File: src/rtl/pe_array_sched_pkg.sv
// Shared types and select-bit encodings for the PE array scheduler.
// Select constants name what a PE mux picks when its select bit is 0 or 1.
package pe_sched_pkg;

   typedef enum logic [1:0] {S_IDLE, S_STREAM, S_DRAIN, S_DONE} sched_state_t;

   localparam logic SEL_IBIAS = 1'b0;
   localparam logic SEL_ZERO  = 1'b1;
   localparam logic SEL_LEFT  = 1'b0;
   localparam logic SEL_FIFO  = 1'b1;
   localparam logic SEL_CUR   = 1'b0;
   localparam logic SEL_PFIFO = 1'b1;

endpackage

File: src/rtl/pe_array_sched_sel_gen.sv
// Combinational per-PE select generator: edge PEs get boundary steering,
// iteration flags choose bias injection and the output destination.
module pe_sel_gen
   import pe_sched_pkg::*;
#(
   parameter int NPE = 4
) (
   input  logic           i_use_bias,
   input  logic           i_not_last,
   output logic [NPE-1:0] o_sel0,
   output logic [NPE-1:0] o_sel1,
   output logic [NPE-1:0] o_sel2,
   output logic [NPE-1:0] o_sel3,
   output logic [NPE-1:0] o_sel4,
   output logic [NPE-1:0] o_sel5
);

   genvar gi;
   generate
      for (gi = 0; gi < NPE; gi++) begin : g_pe
         assign o_sel0[gi] = i_use_bias ? SEL_IBIAS : SEL_ZERO;
         assign o_sel1[gi] = (gi == NPE - 1);
         assign o_sel2[gi] = (gi == 0) ? SEL_FIFO : SEL_LEFT;
         assign o_sel3[gi] = (gi == NPE - 1);
         assign o_sel4[gi] = (gi == 0);
         assign o_sel5[gi] = i_not_last ? SEL_PFIFO : SEL_CUR;
      end
   endgenerate

endmodule

File: src/rtl/pe_array_sched.sv
// Row/column/iteration sequencer for a linear stencil PE array, with input
// pacing, pipeline-latency tracking of valid outputs and host handshake.
module pe_array_sched
   import pe_sched_pkg::*;
#(
   parameter int NPE      = 4,
   parameter int CW       = 16,
   parameter int PIPE_LAT = 2
) (
   input  logic           clk,
   input  logic           rst_n,
   input  logic           start,
   input  logic [CW-1:0]  cfg_rows,
   input  logic [CW-1:0]  cfg_cols,
   input  logic [CW-1:0]  cfg_iters,
   input  logic           bias_en,
   input  logic           in_valid,
   output logic           in_ready,
   output logic           out_valid,
   output logic           busy,
   output logic           done,
   output logic [CW-1:0]  row_cnt,
   output logic [CW-1:0]  iter_cnt,
   output logic [NPE-1:0] sel0,
   output logic [NPE-1:0] sel1,
   output logic [NPE-1:0] sel2,
   output logic [NPE-1:0] sel3,
   output logic [NPE-1:0] sel4,
   output logic [NPE-1:0] sel5
);

   localparam int DW = $clog2(PIPE_LAT + 1);

   sched_state_t         r_state;
   logic [CW-1:0]        r_rows_m1, r_cols_m1, r_iters_m1;
   logic [CW-1:0]        r_col_cnt, r_row_cnt, r_iter_cnt;
   logic [DW-1:0]        r_drain_cnt;
   logic [PIPE_LAT-1:0]  r_lat_sr;
   logic                 r_bias_en, r_busy, r_done;
   logic                 w_fire;

   // Limits are stored as value-1 so a zero config acts as one and max never wraps.
   function automatic logic [CW-1:0] lim_m1(input logic [CW-1:0] v);
      return (v == '0) ? '0 : v - 1'b1;
   endfunction

   assign in_ready  = (r_state == S_STREAM);
   assign w_fire    = in_valid & in_ready;
   assign out_valid = r_lat_sr[PIPE_LAT-1];
   assign busy      = r_busy;
   assign done      = r_done;
   assign row_cnt   = r_row_cnt;
   assign iter_cnt  = r_iter_cnt;

   always_ff @(posedge clk or negedge rst_n) begin
      if (!rst_n) begin
         r_state     <= S_IDLE;
         r_rows_m1   <= '0;
         r_cols_m1   <= '0;
         r_iters_m1  <= '0;
         r_col_cnt   <= '0;
         r_row_cnt   <= '0;
         r_iter_cnt  <= '0;
         r_drain_cnt <= '0;
         r_lat_sr    <= '0;
         r_bias_en   <= 1'b0;
         r_busy      <= 1'b0;
         r_done      <= 1'b0;
      end else begin
         r_lat_sr <= (r_lat_sr << 1) | PIPE_LAT'(w_fire);
         r_done   <= 1'b0;
         case (r_state)
            S_IDLE: begin
               if (start) begin
                  r_rows_m1  <= lim_m1(cfg_rows);
                  r_cols_m1  <= lim_m1(cfg_cols);
                  r_iters_m1 <= lim_m1(cfg_iters);
                  r_bias_en  <= bias_en;
                  r_col_cnt  <= '0;
                  r_row_cnt  <= '0;
                  r_iter_cnt <= '0;
                  r_busy     <= 1'b1;
                  r_state    <= S_STREAM;
               end
            end
            S_STREAM: begin
               if (w_fire) begin
                  if (r_col_cnt == r_cols_m1) begin
                     r_col_cnt   <= '0;
                     r_drain_cnt <= '0;
                     r_state     <= S_DRAIN;
                  end else begin
                     r_col_cnt <= r_col_cnt + 1'b1;
                  end
               end
            end
            S_DRAIN: begin
               if (r_drain_cnt == DW'(PIPE_LAT - 1)) begin
                  if (r_row_cnt < r_rows_m1) begin
                     r_row_cnt <= r_row_cnt + 1'b1;
                     r_state   <= S_STREAM;
                  end else begin
                     r_row_cnt <= '0;
                     if (r_iter_cnt < r_iters_m1) begin
                        r_iter_cnt <= r_iter_cnt + 1'b1;
                        r_state    <= S_STREAM;
                     end else begin
                        r_busy  <= 1'b0;
                        r_done  <= 1'b1;
                        r_state <= S_DONE;
                     end
                  end
               end else begin
                  r_drain_cnt <= r_drain_cnt + 1'b1;
               end
            end
            S_DONE:  r_state <= S_IDLE;
            default: r_state <= S_IDLE;
         endcase
      end
   end

   pe_sel_gen #(.NPE(NPE)) u_sel_gen (
      .i_use_bias (r_bias_en & (r_iter_cnt == '0)),
      .i_not_last (r_iter_cnt != r_iters_m1),
      .o_sel0     (sel0),
      .o_sel1     (sel1),
      .o_sel2     (sel2),
      .o_sel3     (sel3),
      .o_sel4     (sel4),
      .o_sel5     (sel5)
   );

endmodule

File: config.mk
export PLATFORM = sky130hd
export DESIGN_NAME = pe_array_sched
export DESIGN_NICKNAME = d
export VERILOG_FILES = /design/src/rtl/pe_array_sched_pkg.sv /design/src/rtl/pe_array_sched_sel_gen.sv /design/src/rtl/pe_array_sched.sv
export SDC_FILE = /design/constraint.sdc
export NUM_CORES = 1
export LEC_CHECK = 0
export CAP_MARGIN = 5
export CORE_AREA = 10 10 171 109
export DETAILED_ROUTE_END_ITERATION = 10
export DIE_AREA = 0 0 181 119
export PLACE_DENSITY = 0.67
export SLEW_MARGIN = 20
export SYNTH_ARGS = -nofsm -noshare
export SYNTH_HDL_FRONTEND = slang
export SYNTH_HIERARCHICAL = 1
export SYNTH_SLANG_ARGS = --single-unit
File: constraint.sdc
create_clock -name clk -period 3 [get_ports clk]
set_clock_uncertainty 0.1 [all_clocks]
set_input_delay 0.45 -clock clk [delete_from_list [all_inputs] [get_ports clk]]
set_output_delay 0.45 -clock clk [all_outputs]
set_load 0.01 [all_outputs]
* Word level (Yosys, flattened, before mapping)
Index checks and enable logic that the tools add are counted.
Word-level totals: flip-flop bits (word level) 105, bits of input ports 53, word-level logic and storage cells 89, output and inout port bits 60
Cells by class: equality and inequality tests 14, $add $sub $neg 7, reduce and logical (&&, ||, !) cells 15, mux-type cells 36, bitwise operators 3, $lt $le $gt $ge 2
Operators by type and width (count):
- 16-bit two-way mux | 11
- 16-bit one-hot mux with 2 select lines | 3
- 16-bit zero test | 4
- 16-bit by 1-bit adder with 16-bit output (second input constant) | 3
- 16-bit by 1-bit subtractor with 16-bit output (second input constant) | 3
- 16-bit less-than comparator | 2
- 2-bit two-way mux | 9
- 16-bit == test | 1
- 16-bit inequality test | 1
- 2-bit inequality test (second input constant) | 6
- 1-bit two-way mux | 10
- 5-bit AND reduction | 2
- 2-bit one-hot mux with 4 select lines | 1
- 4-bit AND reduction | 2
- 3-bit AND reduction | 2
- 2-bit nonzero test | 3
- 2-bit by 1-bit == test with 1-bit output (second input constant) | 2
- 2-bit == test (second input constant) | 2
- 2-bit by 1-bit inequality test with 1-bit output (second input constant) | 2
- 2-bit one-hot mux with 2 select lines | 1
- 2-bit by 1-bit adder with 2-bit output (second input constant) | 1
- 1-bit bitwise AND | 2
- 2-bit zero test | 1
- 2-bit by 1-bit OR with 2-bit output | 1
- other kinds (2) | 2

* Depth between registers and ports, before layout
depth after elaboration 5, depth in mapped cells 11

* By module
The synthesis kept the hierarchy.
By module, submodules not included:
- pe_array_sched | area an instance 6496.2 sq um, instances 1, sequential area each 2627.5 sq um, cells each 713
- pe_sel_gen | area an instance 183.9 sq um, instances 1, sequential area each 0.0 sq um, cells each 26

* Least setup slack after synthesis
No wires, ideal clock.
path kind register -> register, start reg r_iter_cnt[15], in the netlist iter_cnt[15], end reg r_busy, in the netlist busy, slack 0.405 ns, clock period less this slack 2.595 ns, arrival 2.361 ns, stages on the path, launching flop included 11, data required time 2.766 ns, cells stage by stage dfrtp_1 ha_1 nand3_2 or4_1 a21o_1 buf_6 and3_4 buf_6 buf_8 o31ai_2 nand2_1
Between the ends: longest elaborated chain between the ends 3
Ends and longest elaborated chain:
- from (decl) | RTL line pe_array_sched.sv:36 | logic [CW-1:0] r_col_cnt, r_row_cnt, r_iter_cnt;
- from (signal assigned) | RTL line pe_array_sched.sv:105 | r_iter_cnt <= r_iter_cnt + 1'b1;
- 16-bit less-than comparator | RTL line pe_array_sched.sv:104 | if (r_iter_cnt < r_iters_m1) begin
- 2-bit inequality test (no line)
- 5-bit AND reduction (no line)
- to (signal assigned) | RTL line pe_array_sched.sv:67 | r_busy <= 1'b0;
- to (signal assigned) | RTL line pe_array_sched.sv:82 | r_busy <= 1'b1;
- to (signal assigned) | RTL line pe_array_sched.sv:108 | r_busy <= 1'b0;
- to (decl) | RTL line pe_array_sched.sv:39 | logic r_bias_en, r_busy, r_done;
Every way passes these cells. A chain may end at the register's enable or synchronous reset.

* Worst setup path after layout
start reg r_iter_cnt[11], in the netlist iter_cnt[11], end out sel5[2]
Between the ends: longest elaborated chain between the ends 2
Ends and longest elaborated chain:
- 16-bit inequality test | RTL line pe_array_sched.sv:125 | .i_not_last (r_iter_cnt != r_iters_m1),
- 1-bit two-way mux | RTL line pe_array_sched_sel_gen.sv:26 | assign o_sel5[gi] = i_not_last ? SEL_PFIFO : SEL_CUR;
- to (decl) | RTL line pe_array_sched.sv:29 | output logic [NPE-1:0] sel5
Every way passes these cells.

==> impl_metrics.csv <==
group,metric,value,unit
die,fp.dieW,181,um
critical_path,r2r-end,"row_cnt[0]$_DFFE_PN0P_",
cts,cts-buffers-inserted,9,
die,fp.dieH,119,um
route,dr.first_iter.drc_count,667,
placement,io_buffers,96,
route,post_drt_wl_per_cell,17.98,um
global_route,grt_max_degree,71,
cts,htree_num_levels,3,
pwr,leakage,3.608,nW
cts,post_cts_buffers,0,
finish,antennaDiodeCount,0,
cts,clkTransAtPathRegs,0.08,ns
sta,worst_pin_slew,0.6187,ns
cts,clk_path_buf_depth,2,
cts,cts_sinks,105,
hold_path,worstHoldPathType,"reg -> reg",
synthesis,synth.distinct_cells,62,
die,start_util,42.49,%
critical_path,endpoint_kind,"output port",
critical_path,arrival,2.33,ns
die,core,15720,um^2
finish,drive_above_1_share,8.933,%
sta,rsz0062_at_grt,"no",
die,ioPinCount,113,
global_route,first_global_vias,5568,
critical_path,r2r_setup_slack,0.23,ns
critical_path,critical_path_class,"reg -> out",
cts,cts_tree,"built",
status,status,"completed",
sta,hold_ws,0.2499,ns
sta,finalHoldViolCount,0,
placement,place_congestion,0.8974,
synthesis,synth_warnings,6,
critical_path,critPathLaunchType,"flip-flop",
pwr,vdd_drop_max,0.3228,mV
synthesis,synthFlopType,"dfrtp_1",
sta,fin_crit_sh,95.92,%
synthesis,synth-edff-count,0,
global_route,antenna_found_initial,0,
hold_path,hold_depth,0,
global_route,grt-ovfl-total,0,
synthesis,async_flop_share,100.0,%
synthesis,synth_area_per_cell,9.039,um^2
synthesis,yosysSeqAreaShare,39.33,%
critical_path,r2r.worst_path.cells,8,
synthesis,syn_inst,739,
die,dieArea,21540,um^2
hold_path,hold_start,"r_lat_sr[0]$_DFF_PN0_",
pwr,p_per_area,582.7,nW/um^2
sta,setup_viol_count_final,0,
sta,finalSetupTns,0,ns
cts,clock_latency,0.36,ns
pwr,power.total,0.004847,W
hold_path,min_to,"r_lat_sr[1]$_DFF_PN0_",
route,vias,5805,
global_route,gr-usage-all-layers,17.78,%
route,vias_per_cell,5.420,
route,firstDrtPassIters,6,
finish,layout.core_utilization,52.91,%
die,rows,36,
route,routed_wl,19250,um
job,cap_viol_max_count,0,
cts,clk_root_buffer_cell,"clkbuf_16",
finish,syn_to_final_growth,24.52,%
synthesis,ys_seq_elements,105,
route,antenna_left,0,
finish,fin_cells,1071,
sta,slew_violations,0,
route,drc,0,
critical_path,r2r-start,"row_cnt[9]$_DFFE_PN0P_",
sta,slew_headroom,58.71,%
synthesis,syn_area,6680,um^2
critical_path,crit_fanout,6,
placement,dp.cells,1054,
sta,timing.fmax,347.5,MHz
finish,nets,949,
global_route,grt_pass1_wl,31450,um
sta,period_needed,2.878,ns
critical_path,required,2.45,ns
placement,hpwlAfterDp,15040,um
==> cells in the final DEF (no fill, tap or decap), types with 11 or more instances in the layout <==
cell type,count
conb_1,16
a21oi_1,14
xnor2_1,50
clkdlybuf4s50_1,91
nor3_1,26
and3_1,17
nor4_1,13
nand3_1,18
o31ai_1,14
buf_4,43
ha_1,39
nor2_1,58
o22ai_1,28
a41oi_1,11
xor2_1,21
inv_1,47
o21ai_0,32
dfrtp_1,105
nand2_1,73
nand4_1,21
==> power by group <==
part | total (W) | internal, W | switching [W]
clock network | 0.00127 | 0.000690 | 0.000581
logic | 0.00157 | 0.000700 | 0.000868
registers | 0.00201 | 0.00177 | 0.000235
total | 0.00485 | 0.00316 | 0.00168
==> synth_stat cells, drive strengths merged, types with 10 or more instances <==
library cell | n | area, um^2
a21oi | 14 | 70.07
xor2 | 21 | 183.9
buf | 33 | 250.2
a31oi | 10 | 62.56
a41oi | 11 | 96.34
ha | 39 | 488.0
o22ai | 28 | 175.2
and3 | 18 | 117.6
dfrtp | 105 | 2628
o21ai | 37 | 185.2
nor3 | 26 | 130.1
o31ai | 15 | 117.6
nand3 | 19 | 100.1
nor2 | 59 | 221.5
nand2 | 73 | 274.0
inv | 47 | 176.4
nor4 | 14 | 93.84
clkbuf | 14 | 52.55
nand4 | 21 | 131.4
xnor2 | 50 | 437.9
==> logic make-up after synthesis <==
kind of cell | synth area share [%]
xor+xnor | 9.309
buf+inv | 7.173
other cells | 0.1124
compound gates | 14.50
mux | 0.9365
fa+ha+maj | 7.305
simple gates | 21.33
flops | 39.33
==> cell type report <==
| type | count | area [um^2] |
|---|---|---|
| well taps | 209 | 261.5 |
| repair buffers | 140 | 1299 |
| flip-flops and latches | 105 | 2628 |
| clock inverters | 6 | 81.33 |
| fillers | 1431 | 7402 |
| inverters | 47 | 176.4 |
| clock buffers | 10 | 239.0 |
| multi-input cells | 554 | 3633 |
==> registers in the layout (all words and copies together), names as in the netlist <==
| signal | flops |
|---|---|
| busy | 1 |
| row_cnt | 16 |
| r_drain_cnt | 2 |
| r_iters_m1 | 16 |
| r_cols_m1 | 16 |
| r_col_cnt | 16 |
| r_rows_m1 | 16 |
| iter_cnt | 16 |
| r_bias_en | 1 |
| r_lat_sr | 2 |
| done | 1 |
| r_state | 2 |
==> metrics by stage <==
| step | setup WS, ns | cell area, um^2 |
|---|---|---|
| after floorplan | 0.4049 | 6733 |
| after global placement | 0.2037 | 7988 |
| after detailed placement | 0.09475 | 7988 |
| after CTS | 0.1418 | 8313 |
| after global routing | 0.005673 | 8318 |
| final | 0.1223 | 8318 |
==> worst max-delay path, stage by stage (launching register included) <==
cell and delay, ns:
dfrtp_1 0.49, ha_1 0.36, nand2_1 0.09, nor3_1 0.18, nand2_1 0.07, or3_1 0.46
dlygate4sd2_1 0.33
==> layer usage <==
layer	vias up	part of all wire [%]	track usage, %
met4	0	0.71	2.734
met2	229	38	23.13
met5	-	0	0
li1	2853	-	-
met1	2711	53	28.31
met3	12	8.3	4.717
==> how the worst max path moves through the flow <==
stage                                           end                      from
after floorplan                    busy$_DFFE_PN0P_  iter_cnt[15]$_DFFE_PN0P_
after global placement     r_cols_m1[2]$_DFFE_PN0P_               cfg_cols[0]
after detailed placement  r_rows_m1[15]$_DFFE_PN0P_               cfg_rows[4]
after CTS                                   sel5[3]  iter_cnt[15]$_DFFE_PN0P_
after global routing                        sel5[1]  iter_cnt[15]$_DFFE_PN0P_
final                                       sel5[2]  iter_cnt[11]$_DFFE_PN0P_
==> what timing repair did <==
action / CTS / global route
gates resized for setup: 4 / 1
endpoints found under the setup margin: 4 / 1
hold buffers: 1 / 0
endpoints found under the hold margin: 35 / 0
Note: power is estimated with default switching activity, not from simulation.
